### config.mk
export PLATFORM = sky130hd
export DESIGN_NAME = syn_wm8731_i2c_slave
export DESIGN_NICKNAME = d
export VERILOG_FILES = /design/src/rtl/syn_wm8731_pkg.sv /design/src/rtl/syn_i2c_bus_mon.sv /design/src/rtl/syn_wm8731_i2c_slave.sv
export SDC_FILE = /design/constraint.sdc
export NUM_CORES = 1
export LEC_CHECK = 0
export CAP_MARGIN = 20
export CORE_MARGIN = 2
export CORE_UTILIZATION = 57
export CTS_CLUSTER_SIZE = 10
export DETAILED_ROUTE_END_ITERATION = 8
export DONT_BUFFER_PORTS = 1
export GPL_ROUTABILITY_DRIVEN = 1
export PLACE_DENSITY = 0.71
export REMOVE_ABC_BUFFERS = 1
export SYNTH_ARGS = -nofsm -noshare
export SYNTH_HDL_FRONTEND = slang
export SYNTH_SLANG_ARGS = --single-unit
### constraint.sdc
create_clock -name clk_ir -period 2.2 [get_ports clk_ir]
set_clock_uncertainty 0.2 [all_clocks]
set_input_delay 0.22 -clock clk_ir [delete_from_list [all_inputs] [get_ports clk_ir]]
set_output_delay 0.22 -clock clk_ir [all_outputs]
set_load 0.01 [all_outputs]
### src/rtl/syn_wm8731_pkg.sv
// Shared definitions for the WM8731 control-port responder: FSM states,
// register map, power-on defaults and the codec device address.
package syn_wm8731_pkg;

   typedef enum logic [3:0] {
      ST_IDLE   = 4'd0,
      ST_DADDR  = 4'd1,
      ST_DACK   = 4'd2,
      ST_BYTE1  = 4'd3,
      ST_ACK1   = 4'd4,
      ST_BYTE2  = 4'd5,
      ST_ACK2   = 4'd6,
      ST_NACK   = 4'd7,
      ST_IGNORE = 4'd8
   } i2c_state_e;

   localparam logic [6:0] REG_LINVOL   = 7'h00;
   localparam logic [6:0] REG_RINVOL   = 7'h01;
   localparam logic [6:0] REG_LHPOUT   = 7'h02;
   localparam logic [6:0] REG_RHPOUT   = 7'h03;
   localparam logic [6:0] REG_APANA    = 7'h04;
   localparam logic [6:0] REG_DPATH    = 7'h05;
   localparam logic [6:0] REG_PWR      = 7'h06;
   localparam logic [6:0] REG_DAIF     = 7'h07;
   localparam logic [6:0] REG_SAMPLING = 7'h08;
   localparam logic [6:0] REG_ACTIVE   = 7'h09;
   localparam logic [6:0] REG_RESET    = 7'h0F;

   localparam logic [6:0] WM8731_DEV_ADDR = 7'h1A;
   localparam int         WM8731_NUM_REGS = 10;

   // Element i is the reset value of register Ri.
   localparam logic [9:0][8:0] REG_DEFAULTS = {
      9'h000, 9'h000, 9'h00A, 9'h09F, 9'h008,
      9'h00A, 9'h079, 9'h079, 9'h097, 9'h097
   };

   function automatic logic [8:0] reg_default(input logic [3:0] idx);
      logic [8:0] val;
      if (idx < 4'd10) begin
         val = REG_DEFAULTS[idx];
      end else begin
         val = 9'h000;
      end
      return val;
   endfunction

endpackage

### src/rtl/syn_i2c_bus_mon.sv
// I2C bus monitor: synchronises scl/sda, detects START/STOP and scl edges,
// and presents the sda level seen at each scl edge. All strobes are registered.
module syn_i2c_bus_mon (
   input  logic clk,
   input  logic rst_n,
   input  logic scl,
   input  logic sda,
   output logic start,
   output logic stop,
   output logic scl_rise,
   output logic scl_fall,
   output logic sda_bit
);

   logic [1:0] scl_sync_r;
   logic [1:0] sda_sync_r;
   logic       scl_prev_r;
   logic       sda_prev_r;
   logic       start_r;
   logic       stop_r;
   logic       scl_rise_r;
   logic       scl_fall_r;
   logic       sda_bit_r;

   // Synchroniser, edge-detect stage and registered bus-condition strobes.
   always_ff @(posedge clk or negedge rst_n) begin
      if (!rst_n) begin
         scl_sync_r <= 2'b11;
         sda_sync_r <= 2'b11;
         scl_prev_r <= 1'b1;
         sda_prev_r <= 1'b1;
         start_r    <= 1'b0;
         stop_r     <= 1'b0;
         scl_rise_r <= 1'b0;
         scl_fall_r <= 1'b0;
         sda_bit_r  <= 1'b1;
      end else begin
         scl_sync_r <= {scl_sync_r[0], scl};
         sda_sync_r <= {sda_sync_r[0], sda};
         scl_prev_r <= scl_sync_r[1];
         sda_prev_r <= sda_sync_r[1];
         start_r    <= scl_sync_r[1] & scl_prev_r & sda_prev_r & ~sda_sync_r[1];
         stop_r     <= scl_sync_r[1] & scl_prev_r & ~sda_prev_r & sda_sync_r[1];
         scl_rise_r <= scl_sync_r[1] & ~scl_prev_r;
         scl_fall_r <= ~scl_sync_r[1] & scl_prev_r;
         sda_bit_r  <= sda_sync_r[1];
      end
   end

   assign start    = start_r;
   assign stop     = stop_r;
   assign scl_rise = scl_rise_r;
   assign scl_fall = scl_fall_r;
   assign sda_bit  = sda_bit_r;

endmodule

### src/rtl/syn_wm8731_i2c_slave.sv
// WM8731 control-port responder: ACKs the codec address, captures 16-bit
// register writes into a 9-bit register file with a registered read port.
module syn_wm8731_i2c_slave
   import syn_wm8731_pkg::*;
#(
   parameter logic [6:0] DEV_ADDR = WM8731_DEV_ADDR,
   parameter int         NUM_REGS = WM8731_NUM_REGS,
   parameter logic [6:0] RST_REG  = REG_RESET
) (
   input  logic       clk_ir,
   input  logic       rst_il,
   input  logic       scl_i,
   input  logic       sda_i,
   output logic       sda_oe_o,
   output logic       reg_wr_o,
   output logic [6:0] reg_addr_o,
   output logic [8:0] reg_data_o,
   output logic       addr_err_o,
   output logic       busy_o,
   input  logic [3:0] rd_addr_i,
   output logic [8:0] rd_data_o
);

   localparam int IDX_W = (NUM_REGS > 1) ? $clog2(NUM_REGS) : 1;

   logic       start_s, stop_s, scl_rise_s, scl_fall_s, sda_bit_s;
   i2c_state_e state_r, state_next_s;
   logic       sda_oe_r, sda_oe_next_s;
   logic       busy_r, busy_next_s;
   logic       cnt_clr_s, latch_byte1_s, commit_s, shift_en_s;
   logic [3:0] bit_cnt_r;
   logic [7:0] shift_r;
   logic [7:0] byte1_r;
   logic [6:0] commit_addr_s;
   logic [8:0] commit_data_s;
   logic       reg_wr_r, addr_err_r;
   logic [6:0] reg_addr_r;
   logic [8:0] reg_data_r;
   logic [8:0] rd_data_r;
   logic [8:0] regs_r [NUM_REGS];

   syn_i2c_bus_mon u_bus_mon (
      .clk      (clk_ir),
      .rst_n    (rst_il),
      .scl      (scl_i),
      .sda      (sda_i),
      .start    (start_s),
      .stop     (stop_s),
      .scl_rise (scl_rise_s),
      .scl_fall (scl_fall_s),
      .sda_bit  (sda_bit_s)
   );

   assign commit_addr_s = byte1_r[7:1];
   assign commit_data_s = {byte1_r[0], shift_r};
   assign shift_en_s    = scl_rise_s && (bit_cnt_r < 4'd8) &&
                          ((state_r == ST_DADDR) || (state_r == ST_BYTE1) ||
                           (state_r == ST_BYTE2) || (state_r == ST_NACK));

   // Next-state logic; ACK slots open and close on scl falling edges.
   always_comb begin
      state_next_s  = state_r;
      sda_oe_next_s = sda_oe_r;
      busy_next_s   = busy_r;
      cnt_clr_s     = 1'b0;
      latch_byte1_s = 1'b0;
      commit_s      = 1'b0;
      if (start_s) begin
         state_next_s  = ST_DADDR;
         sda_oe_next_s = 1'b0;
         busy_next_s   = 1'b1;
         cnt_clr_s     = 1'b1;
      end else if (stop_s) begin
         state_next_s  = ST_IDLE;
         sda_oe_next_s = 1'b0;
         busy_next_s   = 1'b0;
         cnt_clr_s     = 1'b1;
      end else if (scl_fall_s) begin
         case (state_r)
            ST_DADDR: begin
               if (bit_cnt_r == 4'd8) begin
                  if ((shift_r[7:1] == DEV_ADDR) && !shift_r[0]) begin
                     state_next_s  = ST_DACK;
                     sda_oe_next_s = 1'b1;
                  end else begin
                     state_next_s = ST_IGNORE;
                  end
               end else begin
                  state_next_s = ST_DADDR;
               end
            end
            ST_DACK: begin
               state_next_s  = ST_BYTE1;
               sda_oe_next_s = 1'b0;
               cnt_clr_s     = 1'b1;
            end
            ST_BYTE1: begin
               if (bit_cnt_r == 4'd8) begin
                  state_next_s  = ST_ACK1;
                  sda_oe_next_s = 1'b1;
                  latch_byte1_s = 1'b1;
               end else begin
                  state_next_s = ST_BYTE1;
               end
            end
            ST_ACK1: begin
               state_next_s  = ST_BYTE2;
               sda_oe_next_s = 1'b0;
               cnt_clr_s     = 1'b1;
            end
            ST_BYTE2: begin
               if (bit_cnt_r == 4'd8) begin
                  state_next_s  = ST_ACK2;
                  sda_oe_next_s = 1'b1;
               end else begin
                  state_next_s = ST_BYTE2;
               end
            end
            ST_ACK2: begin
               state_next_s  = ST_NACK;
               sda_oe_next_s = 1'b0;
               cnt_clr_s     = 1'b1;
               commit_s      = 1'b1;
            end
            ST_NACK: begin
               if (bit_cnt_r == 4'd8) begin
                  state_next_s = ST_IGNORE;
               end else begin
                  state_next_s = ST_NACK;
               end
            end
            default: begin
               state_next_s = state_r;
            end
         endcase
      end else begin
         state_next_s = state_r;
      end
   end

   // FSM state and bus-facing control registers.
   always_ff @(posedge clk_ir or negedge rst_il) begin
      if (!rst_il) begin
         state_r  <= ST_IDLE;
         sda_oe_r <= 1'b0;
         busy_r   <= 1'b0;
      end else begin
         state_r  <= state_next_s;
         sda_oe_r <= sda_oe_next_s;
         busy_r   <= busy_next_s;
      end
   end

   // Bit counter and MSB-first shift register.
   always_ff @(posedge clk_ir or negedge rst_il) begin
      if (!rst_il) begin
         bit_cnt_r <= 4'd0;
         shift_r   <= 8'h00;
         byte1_r   <= 8'h00;
      end else begin
         if (cnt_clr_s) begin
            bit_cnt_r <= 4'd0;
         end else if (shift_en_s) begin
            bit_cnt_r <= bit_cnt_r + 4'd1;
            shift_r   <= {shift_r[6:0], sda_bit_s};
         end
         if (latch_byte1_s) begin
            byte1_r <= shift_r;
         end
      end
   end

   // Commit, register file and read port; a same-cycle read sees the old value.
   always_ff @(posedge clk_ir or negedge rst_il) begin
      if (!rst_il) begin
         reg_wr_r   <= 1'b0;
         addr_err_r <= 1'b0;
         reg_addr_r <= 7'h00;
         reg_data_r <= 9'h000;
         rd_data_r  <= 9'h000;
         for (int i = 0; i < NUM_REGS; i++) begin
            regs_r[i] <= reg_default(4'(i));
         end
      end else begin
         reg_wr_r   <= 1'b0;
         addr_err_r <= 1'b0;
         if (int'(rd_addr_i) < NUM_REGS) begin
            rd_data_r <= regs_r[rd_addr_i[IDX_W-1:0]];
         end else begin
            rd_data_r <= 9'h000;
         end
         if (commit_s) begin
            reg_addr_r <= commit_addr_s;
            reg_data_r <= commit_data_s;
            if (int'(commit_addr_s) < NUM_REGS) begin
               regs_r[commit_addr_s[IDX_W-1:0]] <= commit_data_s;
               reg_wr_r <= 1'b1;
            end else if (commit_addr_s == RST_REG) begin
               for (int i = 0; i < NUM_REGS; i++) begin
                  regs_r[i] <= reg_default(4'(i));
               end
               reg_wr_r <= 1'b1;
            end else begin
               addr_err_r <= 1'b1;
            end
         end
      end
   end

   assign sda_oe_o   = sda_oe_r;
   assign busy_o     = busy_r;
   assign reg_wr_o   = reg_wr_r;
   assign addr_err_o = addr_err_r;
   assign reg_addr_o = reg_addr_r;
   assign reg_data_o = reg_data_r;
   assign rd_data_o  = rd_data_r;

endmodule

### Word level (Yosys, flattened, before mapping)

Index checks and enable logic that the tools add are counted.

| operators by class | value |
|---|---|
| add/subtract/negate cells | 1 |
| order comparisons | 6 |
| eq/ne operators | 13 |
| multiplexer cells | 48 |
| bitwise operators | 14 |
| reduce and logical (&&, ||, !) cells | 20 |

Operator list:

| kind | number |
|---|---|
| 90-bit two-way mux | 2 |
| 90-bit bitwise mux | 1 |
| 9-bit binary-select mux with 4-bit select | 1 |
| 9-bit demux with 4-bit select | 1 |
| 9-bit two-way mux | 4 |
| 4-bit two-way mux | 8 |
| 4-bit one-hot mux with 7 select lines | 1 |
| 1-bit two-way mux | 27 |
| 4-bit by 3-bit equality test with 1-bit output (second input constant) | 4 |
| 4-bit by 1-bit != test with 1-bit output (second input constant) | 3 |
| 5-bit greater-or-equal comparator (second input constant) | 2 |
| 4-bit NOT with 5-bit output | 2 |
| 9-bit nonzero test | 1 |
| 4-bit by 2-bit equality test with 1-bit output (second input constant) | 2 |
| 4-bit < comparator (second input constant) | 2 |
| 1-bit AND | 7 |
| 7-bit by 4-bit equality test with 1-bit output (second input constant) | 1 |
| 7-bit by 5-bit equality test with 1-bit output (second input constant) | 1 |
| 7-bit by 4-bit < comparator with 1-bit output (second input constant) | 1 |
| 2-bit AND reduction | 3 |
| 2-bit nonzero test | 3 |
| 5-bit by 1-bit < comparator with 1-bit output (second input constant) | 1 |
| 1-bit NOT | 5 |
| 5-bit AND reduction | 1 |
| other kinds (13) | 18 |

| storage, ports and cells | value |
|---|---|
| flip-flop bits (word level) | 153 |
| input bits | 8 |
| output and inout bits | 29 |
| logic and storage cells | 131 |

### Depth between registers and ports, before layout

| depth | value |
|---|---|
| word-level depth | 8 |
| gate-level depth with buffers | 6 |
| mapped depth without buffers | 6 |

### Hierarchy

A second synthesis with hierarchy kept.

| unflattened totals | value |
|---|---|
| cells, all modules | 541 |
| area, all modules | 6730.2 um^2 |

Modules (own cells, without submodules):

| module | instances | cells each | area each (um^2) | sequential area each (um^2) |
|---|---|---|---|---|
| syn_wm8731_i2c_slave | 1 | 527 | 6437.4 | 3617.2 |
| syn_i2c_bus_mon | 1 | 14 | 292.8 | 257.7 |

### Worst setup path after synthesis

No wires, ideal clock.

| timing path | value |
|---|---|
| kind | reg-to-reg |
| from | reg u_bus_mon.start_r (netlist: u_bus_mon.start) |
| to | reg byte1_r[0] |
| setup time | 125 ps |
| arrival | 1750 ps |
| data required time | 1875 ps |
| slack | 125 ps |
| stages on the path, launching flop included | 4 |
| buffers on the path | 0 |
| period minus slack after synthesis | 2075 ps |
| path through | dfrtp_1 > or4b_4 > nor3_4 > mux2_2 |

| between the ends | value |
|---|---|
| cells in the longest elaborated chain, start to end | 1 |

RTL lines:

| item | RTL line | text |
|---|---|---|
| start: declaration | syn_i2c_bus_mon.sv:19 | `logic start_r;` |
| start signal: assignment | syn_i2c_bus_mon.sv:42 | `start_r <= scl_sync_r[1] & scl_prev_r & sda_prev_r & ~sda_sync_r[1];` |
| 1-bit two-way mux | syn_wm8731_i2c_slave.sv:68 | `if (start_s) begin` |
| end signal: assignment | syn_wm8731_i2c_slave.sv:168 | `byte1_r <= shift_r;` |
| end: declaration | syn_wm8731_i2c_slave.sv:33 | `logic [7:0] byte1_r;` |

No other way between the ends.
A chain may end at the register's enable or synchronous reset.

### Worst setup path after layout

| timing path | value |
|---|---|
| from | reg regs_r[71] (netlist name) |
| to | reg rd_data_r[8] (netlist: rd_data_o[8]) |

| between the ends | value |
|---|---|
| cells in the longest elaborated chain, start to end | 4 |

RTL lines:

| item | RTL line | text |
|---|---|---|
| start: declaration | syn_wm8731_i2c_slave.sv:40 | `logic [8:0] regs_r [NUM_REGS];` |
| start signal: indexed assignment | syn_wm8731_i2c_slave.sv:182 | `regs_r[i] <= reg_default(4'(i));` |
| start signal: indexed assignment | syn_wm8731_i2c_slave.sv:196 | `regs_r[commit_addr_s[IDX_W-1:0]] <= commit_data_s;` |
| start signal: indexed assignment | syn_wm8731_i2c_slave.sv:200 | `regs_r[i] <= reg_default(4'(i));` |
| 9-bit binary-select mux with 4-bit select | syn_wm8731_i2c_slave.sv:188 | `rd_data_r <= regs_r[rd_addr_i[IDX_W-1:0]];` |
| 9-bit two-way mux (implied by the code) (2 in a row) | syn_wm8731_i2c_slave.sv:188 |  |
| 9-bit two-way mux | syn_wm8731_i2c_slave.sv:187 | `if (int'(rd_addr_i) < NUM_REGS) begin` |
| end signal: assignment | syn_wm8731_i2c_slave.sv:188 |  |
| end: declaration | syn_wm8731_i2c_slave.sv:39 | `logic [8:0] rd_data_r;` |

No other way between the ends. The select of a mux whose other input is x is not followed.

==> results.cfg <==
[cts]
cts_tree = done
cts_buffer_depth = 2
cts-root-buf = clkbuf_16
cts.sinks = 153
numCtsBuffers = 17
clk_latency_ps = 430
h-tree-depth = 4
post_cts_buffers = 0
cts.reportedPaths.clkPinSlew_ps = 60
ctsHoldBuffers = 9

[worst_setup_path]
cp_max_fo = 2
cp-start-kind = flop
r2r_cells = 4
arrival_ps = 2200
worstPathRequired_ps = 2270
r2r_end = rd_data_o[8]
crit_path_end_kind = flop
rrSetupSlack_ps = 70
r2r-start = regs_r[71]
crit_type = flop to flop

[layout]
layout.cells.non_filler = 730
n_antenna_cell = 0
drive_gt1_share_pct = 30.8
fillers = 832
syn_to_final_growth_pct = 16.1
stdcell_area_um2 = 7870
fin_nets = 584

[synth]
synth_top_area_share_pct = 42.8
synth-seq-area-share_pct = 57.1
synth_area_leader_cell = dfrtp_1
synth_edf_count = 0
syn_area_um2 = 6780
synth_warnings = 0
synth_common_cells = dfrtp_1 (116), nand2_1 (65), dfstp_2 (37)
post_synth_num_cell_types = 72
async_flop_share_pct = 100
ys.flop_type = dfrtp_1
synthCells = 538
synth_seq_cells = 153
ys_top_cells_by_area = dfrtp_1 (43%), dfstp_2 (14%), mux4_2 (6.0%)
postSynthAreaPerCell_um2 = 12.6
synth.most_common_cell = dfrtp_1

[detailed_routing]
drt-wirelength-per-cell_um = 23.0
vias = 4773
met3_length_um = 918
route.met2.wl_mm = 8.27
wl_met1_mm = 7.00
drtIter0Drc = 317
vias_per_cell = 6.54
drtAntennaViolNets = 0
drcViolationCount = 4
wirelength_mm = 16.8
dr.max_layer_used = met4
dr.pass1.iters = 7

[placed_design]
place_inst = 690
io_buffers = 0
dpl_cell_area_um2 = 7150
dpl.hpwl_mm = 11.0
gp_congestion = 0.906

[pwr]
power_mw = 6.57
p_leak_nw = 3.43
peakVddDrop_v = 0.000785
power_density_nw_per_um2 = 834

[sta]
slew_headroom_pct = 43.3
slew_violations = 0
final.setup.tns_ps = 0
setup_viol = 0
fmax_ghz = 0.470
whs_ps = -716
final-hold-violation-count = 154
finalCritPeriodShare_pct = 96.8
min_period_ps = 2130
tightest_slew_ps = 847
rsz0062_at_grt = no

[floorplanning]
die_h_um = 113
core_area_um2 = 11500
start_util_pct = 58.9
ioPinCount = 37
dieArea_um2 = 12800
die_width_um = 113
placementRows = 39

[global_route]
grt_pass1_wl_mm = 27.2
gr-total-overflow = 0
grt_pass1_vias = 4952
antenna_found_initial = 0
track_usage_pct = 28.4
grt_max_degree = 154

[run_status]
failed_checks = design-rule violations, negative hold slack
status = finished with violations

[worst_hold_path]
hp-class = input port to asynchronous set/reset pin

[run]
max_cap_viol_count = 0
[kinds of logic after synthesis]
group,synth area share (%)
XOR/XNOR,0.387
multiplexers,10.1
AND/OR/NAND/NOR,10.6
AO/OA/AOI/OAI,18.1
adder cells (fa/ha/maj),0.369
buffers and inverters,3.32
flip-flops,57.1
[final cells by class]
| type | instances | area (µm²) | share of cell area [%] |
|---|---|---|---|
| sequential | 153 | 3870 | 49.2 |
| multi-input combinational | 330 | 2720 | 34.6 |
| clock buffer | 21 | 460 | 5.85 |
| timing repair buffer | 50 | 408 | 5.18 |
| tap | 143 | 179 | 2.27 |
| clock inverter | 11 | 145 | 1.84 |
| inverter | 22 | 82.6 | 1.05 |
[critical path: stages, from the launching register on]
cell and delay (ps):
dfrtp_1 400, mux4_2 460, a221oi_1 280, dlygate4sd3_1 590, a21oi_1 50
[through the flow]
step | utilization, % | hold WS (ps) | setup WS (ps)
finish | 68.4 | -716 | 70.3
global route | 68.4 | -736 | 0.165
CTS | 68.1 | -723 | 51.1
detailed placement | 62.1 | -270 | 53.1
global placement | 62.1 | -269 | 99.6
floorplan | - | -276 | 125
[registers in the layout (all words and copies together) (netlist names), 2 cells and up]
| register | count |
|---|---|
| u_bus_mon.sda_sync_r | 2 |
| u_bus_mon.scl_sync_r | 2 |
| state_r | 4 |
| shift_r | 8 |
| byte1_r | 8 |
| reg_addr_o | 7 |
| reg_data_o | 9 |
| rd_data_o | 9 |
| bit_cnt_r | 4 |
| regs_r | 90 |
[cell usage in the layout, fill, tap and decap left out, types with 3 or more instances in the layout]
master	count
a22o_1	22
a21oi_1	15
nor2b_1	6
nor2_2	4
clkbuf_16	17
nand3_1	7
dfstp_2	37
dfrtp_1	116
a2bb2oi_1	4
o2bb2ai_1	30
nand4_1	4
nor3_1	4
o21ai_0	7
dlygate4sd3_1	8
bufinv_16	3
inv_1	20
o22a_1	25
mux4_2	18
nand3_2	3
mux2_2	24
clkinv_2	3
clkinvlp_4	3
o22ai_1	6
nor2_1	15
o211ai_1	3
buf_4	41
and3_1	3
a221oi_1	7
nand2_1	65
[report_power, final]
group / internal [mW] / switching [mW]
clock: 1.84 / 1.13
sequential: 2.92 / 0.0714
combinational: 0.239 / 0.363
[worst max-delay path by stage]
stage / start / endpoint / slack, ps / cells after the start
final: regs_r[71] / rd_data_o[8] / 70 / 4
after global routing: bit_cnt_r[1] / byte1_r[7] / 0.2 / 6
after CTS: u_bus_mon.start / byte1_r[7] / 50 / 3
after detailed placement: u_bus_mon.start / regs_r[51] / 50 / 4
after global placement: u_bus_mon.start / regs_r[49] / 100 / 4
after floorplan: u_bus_mon.start / byte1_r[0] / 130 / 3
[what timing repair did]
item	4_1_cts	5_1_grt
resized for setup	0	9
setup endpoints to repair	0	33
endpoints found under the hold margin	164	153
[layer usage]
metal | vias up | global-route usage, %
li1 | 2090 | -
met1 | 2471 | 37.9
met2 | 170 | 44.0
met3 | 42 | 8.41
met4 | 0 | 12.3
met5 | - | 0
No activity file was read; power rests on OpenSTA's default activity.
